### config.mk
export PLATFORM = sky130hd
export DESIGN_NAME = uart_tx_bus
export DESIGN_NICKNAME = d
export VERILOG_FILES = /design/src/rtl/uart_tx_bus.sv
export SDC_FILE = /design/constraint.sdc
export NUM_CORES = 1
export LEC_CHECK = 0
export ABC_CLOCK_PERIOD_IN_PS = 7900
export BUFFER_PORTS_ARGS = -buffer_cell sky130_fd_sc_hd__buf_2
export CELL_PAD_IN_SITES_DETAIL_PLACEMENT = 0
export CELL_PAD_IN_SITES_GLOBAL_PLACEMENT = 2
export CORE_UTILIZATION = 44
export DETAILED_ROUTE_END_ITERATION = 8
export GPL_TIMING_DRIVEN = 0
export HOLD_SLACK_MARGIN = 0.05
export PLACE_DENSITY_LB_ADDON = 0.1
export SLEW_MARGIN = 40
export SYNTH_ARGS = -nofsm -noshare
export SYNTH_HDL_FRONTEND = slang
export SYNTH_SLANG_ARGS = --single-unit
### constraint.sdc
create_clock -name Clock -period 7.9 [get_ports Clock]
set_input_delay 1.58 -clock Clock [delete_from_list [all_inputs] [get_ports Clock]]
set_output_delay 1.58 -clock Clock [all_outputs]
set_load 0.02 [all_outputs]
### src/rtl/uart_tx_bus.sv
// 8N1 UART transmitter fed by a small circular FIFO written from the CPU bus.
// Single clock domain; every output is registered, so Wr_En/Wr_Data never reach Tx combinationally.
module uart_tx_bus #(
    parameter int unsigned ClkDiv    = 434,
    parameter int unsigned FifoDepth = 4
) (
    input  logic       Clock,
    input  logic       Reset,
    input  logic       Wr_En,
    input  logic [7:0] Wr_Data,
    output logic       Full,
    output logic       Busy,
    output logic       Overflow,
    output logic       Tx
);

    localparam int unsigned AW = $clog2(FifoDepth);
    localparam int unsigned CW = AW + 1;
    localparam int unsigned BW = 16;
    localparam logic [BW-1:0] BaudLoad = BW'(ClkDiv - 1);
    localparam logic [CW-1:0] CntFull  = CW'(FifoDepth);

    typedef enum logic [1:0] {IDLE, START, DATA, STOP} state_t;

    state_t          state, state_nx;
    logic [AW-1:0]   wr_ptr, wr_ptr_nx, rd_ptr, rd_ptr_nx;
    logic [CW-1:0]   count, count_nx;
    logic [BW-1:0]   baud, baud_nx;
    logic [2:0]      bit_idx, bit_idx_nx;
    logic [7:0]      shift, shift_nx;
    logic            tx_nx, full_nx, busy_nx, ovf_nx;
    logic            push, pop;
    logic [7:0]      mem [FifoDepth];

    // FIFO storage; pointers are reset separately so contents need no clear
    always_ff @(posedge Clock) begin
        if (Reset && push) begin
            mem[wr_ptr] <= Wr_Data;
        end
    end

    always_ff @(posedge Clock) begin
        if (!Reset) begin
            state    <= IDLE;
            wr_ptr   <= '0;
            rd_ptr   <= '0;
            count    <= '0;
            baud     <= '0;
            bit_idx  <= '0;
            shift    <= '0;
            Tx       <= 1'b1;
            Full     <= 1'b0;
            Busy     <= 1'b0;
            Overflow <= 1'b0;
        end else begin
            state    <= state_nx;
            wr_ptr   <= wr_ptr_nx;
            rd_ptr   <= rd_ptr_nx;
            count    <= count_nx;
            baud     <= baud_nx;
            bit_idx  <= bit_idx_nx;
            shift    <= shift_nx;
            Tx       <= tx_nx;
            Full     <= full_nx;
            Busy     <= busy_nx;
            Overflow <= ovf_nx;
        end
    end

    always_comb begin
        state_nx   = state;
        baud_nx    = baud;
        bit_idx_nx = bit_idx;
        shift_nx   = shift;
        pop        = 1'b0;
        push       = Wr_En && !Full;

        case (state)
            IDLE: begin
                if (count != '0) begin
                    pop      = 1'b1;
                    shift_nx = mem[rd_ptr];
                    baud_nx  = BaudLoad;
                    state_nx = START;
                end
            end
            START: begin
                if (baud == '0) begin
                    baud_nx    = BaudLoad;
                    bit_idx_nx = '0;
                    state_nx   = DATA;
                end else begin
                    baud_nx = baud - BW'(1);
                end
            end
            DATA: begin
                if (baud == '0) begin
                    baud_nx = BaudLoad;
                    if (bit_idx == 3'd7) begin
                        state_nx = STOP;
                    end else begin
                        shift_nx   = {1'b0, shift[7:1]};
                        bit_idx_nx = bit_idx + 3'd1;
                    end
                end else begin
                    baud_nx = baud - BW'(1);
                end
            end
            STOP: begin
                // Chain straight into the next start bit when more data is queued
                if (baud == '0) begin
                    if (count != '0) begin
                        pop      = 1'b1;
                        shift_nx = mem[rd_ptr];
                        baud_nx  = BaudLoad;
                        state_nx = START;
                    end else begin
                        state_nx = IDLE;
                    end
                end else begin
                    baud_nx = baud - BW'(1);
                end
            end
            default: state_nx = IDLE;
        endcase

        wr_ptr_nx = push ? wr_ptr + AW'(1) : wr_ptr;
        rd_ptr_nx = pop  ? rd_ptr + AW'(1) : rd_ptr;

        case ({push, pop})
            2'b10:   count_nx = count + CW'(1);
            2'b01:   count_nx = count - CW'(1);
            default: count_nx = count;
        endcase

        full_nx = (count_nx == CntFull);
        busy_nx = (state_nx != IDLE) || (count_nx != '0);
        ovf_nx  = Overflow || (Wr_En && Full);

        case (state_nx)
            START:   tx_nx = 1'b0;
            DATA:    tx_nx = shift_nx[0];
            default: tx_nx = 1'b1;
        endcase
    end

endmodule
======== Word level (Yosys, flattened, before mapping) ========
Memory sizes are Yosys's and may differ from the RTL's. A register that Yosys moved wholly into a read port is not among the register bits.
Index checks and enable logic that the tools add are counted.
operators by class
  add/sub/neg operators ................... 6
  equality and inequality tests ........... 13
  muxes and demuxes ....................... 29
  reduce and logical (&&, ||, !) cells .... 16
operator list
  cell                                                  count
  2-to-1 mux 16 bit                                     3
  one-hot mux 16 bit (3 select lines)                   1
  2-to-1 mux 8 bit                                      4
  one-hot mux 8 bit (3 select lines)                    1
  zero test 16 bit                                      1
  subtractor 16 x 1 -> 16 bit (second input constant)   1
  2-to-1 mux 2 bit                                      7
  one-hot mux 3 bit (2 select lines)                    2
  2-to-1 mux 3 bit                                      3
  nonzero test 3 bit                                    3
  equality test 2 bit (second input constant)           4
  inequality test 2 bit (second input constant)         4
  one-hot mux 2 bit (4 select lines)                    1
  AND reduction 4 bit                                   2
  adder 3 x 1 -> 3 bit (second input constant)          2
  equality test 2 x 1 -> 1 bit (second input constant)  3
  equality test 3 bit (second input constant)           2
  2-to-1 mux 1 bit                                      5
  adder 2 x 1 -> 2 bit (second input constant)          2
  one-hot mux 1 bit (2 select lines)                    2
  nonzero test 2 bit                                    2
  logical AND 1 bit                                     3
  subtractor 3 x 1 -> 3 bit (second input constant)     1
  zero test 2 bit                                       1
  other kinds (3)                                       4
storage, ports and cells
  bits in registers ....................... 40
  RAM bits ................................ 32
  input port bits ......................... 11
  output and inout bits ................... 4
  logic and storage cells ................. 77
  memories ................................ 1
memories
  name  depth  width  read ports  clocked after Yosys merged registers in  wr ports  line  source
  mem   4      8      1           1                                        1         33    logic [7:0] mem [FifoDepth];

======== Depth between registers and ports, before layout ========
  word-level depth ........................ 8
  gate-level depth with buffers ........... 14
  mapped depth without buffers ............ 13

======== Worst setup path after synthesis ========
Ideal clock, no wire load.
  path type ............................... input -> register
  start point ............................. input Wr_En
  end point ............................... register Busy
  library setup time ...................... 115 ps
  arrival time ............................ 3313 ps
  data required time ...................... 7785 ps
  slack ................................... 4472 ps
  stages on the path ...................... 10
  path buffers ............................ 1
  cells stage by stage .................... nor2b_1 > clkbuf_1 > inv_1 > ha_1 > fa_1 > xnor2_1 > xor2_1 > a32o_1 > nand2_1 > o21a_1
on the way
  longest elaborated chain between the ends .. 5
  elaborated cells on any way between the ends .. 6
  those cells by class .................... 2 x eq/ne; 1 x mux; 3 x reduce/logical
RTL lines
  item                                                                 line  source
  start, declared                                                      9     input logic Wr_En,
  logical AND 1 bit (*)                                                76    push = Wr_En && !Full;
  equality test 2 x 1 -> 1 bit or equality test 2 bit (tied branches)  130   case ({push, pop})
  one-hot mux 3 bit (2 select lines) (*)                               130
  nonzero test 3 bit (*)                                               137   busy_nx = (state_nx != IDLE) || (count_nx != '0);
  logical OR 1 bit (*)                                                 137
  end signal, assigned                                                 65    Busy <= busy_nx;
  end, declared                                                        12    output logic Busy,
Every way passes the cells marked *; elsewhere a longest branch is shown, timed or not.
A chain may end at the register's enable or synchronous reset.

======== Worst setup path in the final report ========
Same ends and word-level chain as after synthesis.

==> impl_metrics.yaml <==
outcome:
  status: "complete, no violations"
synthesis:
  synth_edf_count: 32
  synth-main-ff-cell: "dfxtp_1"
  syn_nets: 372
  yosysSeqAreaShare_pct: 48.5
  synth-async-reset-ratio_pct: 0
  synth_cells: 345
  synth_area_um2: 3720
  synth.distinct_cells: 58
  avgSynthCellArea_um2: 10.8
  ys_seq_elements: 74
  yosys_warnings: 0
die:
  dieArea_um2: 8820
  coreArea_um2: 8180
  ios: 15
  die_h_um: 93.9
  initial_core_util_pct: 45.5
  rows: 33
  die_w_um: 93.9
hold_path:
  min_path_cells: 2
  hold_path_end: "bit_idx[1]"
  hold_path.class: "flop to flop"
  min-delay-start: "bit_idx[1]"
sta:
  slew_violations: 0
  max_slew_margin_pct: 50.7
  hold_ws_ps: 473
  grt_setup_unrepaired: "false"
  finalCritPeriodShare_pct: 41.7
  finalCriticalPeriod_ps: 3300
  timing.final.ws_setup_ps: 4600
  hold_violations: 0
  finalSetupViolations: 0
  tns_ps: 0
  worst_slew_pin_slew_ps: 735
  fmax_mhz: 303
  clock_skew_ps: 6.50
setup_path:
  r2r-start: "baud[0]"
  crit_buf_inv: 3
  crit_arrival_ps: 3560
  cp-start-kind: "primary input"
  cpMaxStageDelayCell: "fa_1"
  end_kind: "flop"
  worstRegToRegCells: 14
  cp.required_ps: 8160
  path_cells: "buf_2 -> nor2b_1 -> clkbuf_1 -> inv_1 -> ha_1 -> fa_1 -> xnor2_1 -> xor2_1 -> a32o_1 -> nand2_1 -> o21a_1"
  cp_max_fo: 8
  timing.rr.end: "Busy"
  critPathMaxStageDelay_ps: 380
  reg2reg_slack_ps: 4640
  cp_top_family: "adder cells"
  critical_path_class: "primary input to flop"
placement:
  place_ws_ps: 4210
  port_buffers: 13
  dpl.hpwl_um: 5520
  place_congestion: 0.748
  placed_area_um2: 3920
clocking:
  clockBufferDepth: 2
  htree_levels: 3
  ctsHoldBuffers: 0
  clkSlewWorstSetupHoldPaths_ps: 80
  cts-resized-gates: 0
  cts_sinks: 74
  clk_latency_ps: 360
  cts_buffers: 9
  postCtsSetupBuffers: 0
  cts-root-buf: "clkbuf_8"
  cts_tree: "yes"
global_route:
  antenna_found_initial: 0
  grt_first_pass_wirelength_um: 13300
  grt_usage_pct: 20.2
  grt_pass1_vias: 2624
  overflow: 0
  grt_max_degree: 16
detailed_routing:
  routed_wl_um: 7860
  avgRoutedWirePerCell_um: 16.4
  drcViolationCount: 0
  wl_met2_um: 3880
  wl_met3_um: 239
  viasPerCell: 5.54
  first_pass_iters: 4
  drtIter0Drc: 106
  ant_nets: 0
  drt-met1-wl_um: 3630
  vias: 2652
  top_layer_used: "met4"
power:
  powerDensity_nw_per_um2: 390
  p_leak_nw: 1.51
  peakVddDrop_mv: 0.169
finish:
  n_antenna_cell: 0
  drive_above_1_share_pct: 15.0
  fin_nets: 396
  finalInstanceArea_um2: 4130
  area.growth.synth_to_final_pct: 11.1
run:
  cap_violations: 0
-- synth_stat cells, drive strengths merged (2+ instances only) --
| cell | n | area, um^2 |
|---|---|---|
| o211ai | 6 | 45.0 |
| edfxtp | 32 | 961 |
| a21boi | 9 | 67.6 |
| mux2i | 2 | 20.0 |
| nor3 | 11 | 60.1 |
| o31ai | 3 | 22.5 |
| and2 | 8 | 50.1 |
| nor2b | 10 | 62.6 |
| o221a | 4 | 45.0 |
| nand3b | 5 | 37.5 |
| nand3 | 6 | 35.0 |
| mux4 | 8 | 180 |
| a211o | 7 | 61.3 |
| clkbuf | 17 | 63.8 |
| a31oi | 2 | 12.5 |
| nor2 | 20 | 75.1 |
| dfxtp | 42 | 841 |
| a211oi | 2 | 20.0 |
| xnor2 | 4 | 35.0 |
| nand4 | 6 | 43.8 |
| o21a | 4 | 30.0 |
| a21oi | 23 | 126 |
| nor4 | 6 | 58.8 |
| and3 | 5 | 31.3 |
| ha | 15 | 188 |
| inv | 7 | 26.3 |
| or3 | 4 | 25.0 |
| o21ai | 19 | 95.1 |
| nand2 | 21 | 78.8 |
| a21o | 9 | 67.6 |
| buf | 4 | 27.5 |
| nor3b | 5 | 42.5 |
| xor2 | 4 | 35.0 |
-- sequential cells by signal, indices dropped and copies added, names as in the netlist, named ones only --
signal and flops:
rd_ptr 2, wr_ptr 2, count 3, Overflow 1, shift 8, bit_idx 3
state 2, Tx 1, mem 32, Full 1, baud 16, Busy 1
-- metrics by stage --
stage | instances | power (W) | utilization [%]
2_1_floorplan | 345 | 0.00112 | -
3_3_place_gp | 463 | 0.00130 | 47.9
3_5_place_dp | 463 | 0.00131 | 48.0
4_1_cts | 479 | 0.00162 | 50.5
5_1_grt | 479 | 0.00174 | 50.5
6_report | 479 | 0.00161 | 50.5
-- cells by family (layout without fill, tap and decap cells) --
logic type / after synthesis / after routing / share of synthesized area, %
compound gates: 98 / 98 / 18.3
flops: 74 / 74 / 48.5
buf+inv: 28 / 57 / 3.16
xor+xnor: 8 / 8 / 1.88
mux: 10 / 10 / 5.39
fa+ha+maj: 16 / 16 / 5.59
simple gates: 111 / 111 / 17.2
-- routing by layer --
layer,track usage [%],vias to the layer above
li1,-,1344
met1,24.9,1257
met2,33.8,39
met3,5.50,12
met4,6.92,0
met5,0,-
-- final cells by class --
type	count	area, um^2
Fill cell	755	4050
Multi-Input combinational cell	243	1810
Sequential cell	74	1800
Tap cell	105	131
Clock buffer	9	124
Buffer	21	91.3
Clock inverter	7	82.6
Timing Repair Buffer	13	65.1
Inverter	7	26.3
-- worst max-delay path by stage --
stage | startpoint | endpoint | cells after the start | slack, ps
finish | Wr_En | Busy | 11 | 4600
global route | baud[1] | Full | 13 | 4330
CTS | Wr_En | Busy | 11 | 4600
detailed placement | Wr_En | Busy | 11 | 4210
global placement | Wr_En | Busy | 11 | 4200
floorplan | Wr_En | Busy | 10 | 4470
-- tightest hold or removal path: stages, from the launching register on --
cell and delay [ps]:
dfxtp_1 320, nand2_1 50, a21boi_0 60
-- report_power, final --
| group | switching, W | internal [W] | total [W] |
|---|---|---|---|
| clock | 0.000159 | 0.000151 | 0.000310 |
| combinational | 0.000450 | 0.000316 | 0.000766 |
| sequential | 0.0000636 | 0.000469 | 0.000533 |
| total | 0.000673 | 0.000937 | 0.00161 |
-- layout by cell type, fill, tap and decap left out, drive strengths merged, types with 5 or more instances in the layout --
cell | synthesis | routed
ha | 15 | 15
mux4 | 8 | 8
inv | 7 | 11
o21ai | 19 | 19
a21boi | 9 | 9
nor2 | 20 | 20
nor2b | 10 | 10
nor3b | 5 | 5
edfxtp | 32 | 32
a211o | 7 | 7
a21oi | 23 | 23
nand3 | 6 | 6
nand2 | 21 | 21
a21o | 9 | 9
dfxtp | 42 | 42
clkbuf | 17 | 26
nand3b | 5 | 5
nand4 | 6 | 6
nor3 | 11 | 11
and2 | 8 | 8
buf | 4 | 17
o211ai | 6 | 6
and3 | 5 | 5
nor4 | 6 | 6
No activity file was read; power rests on OpenSTA's default activity.
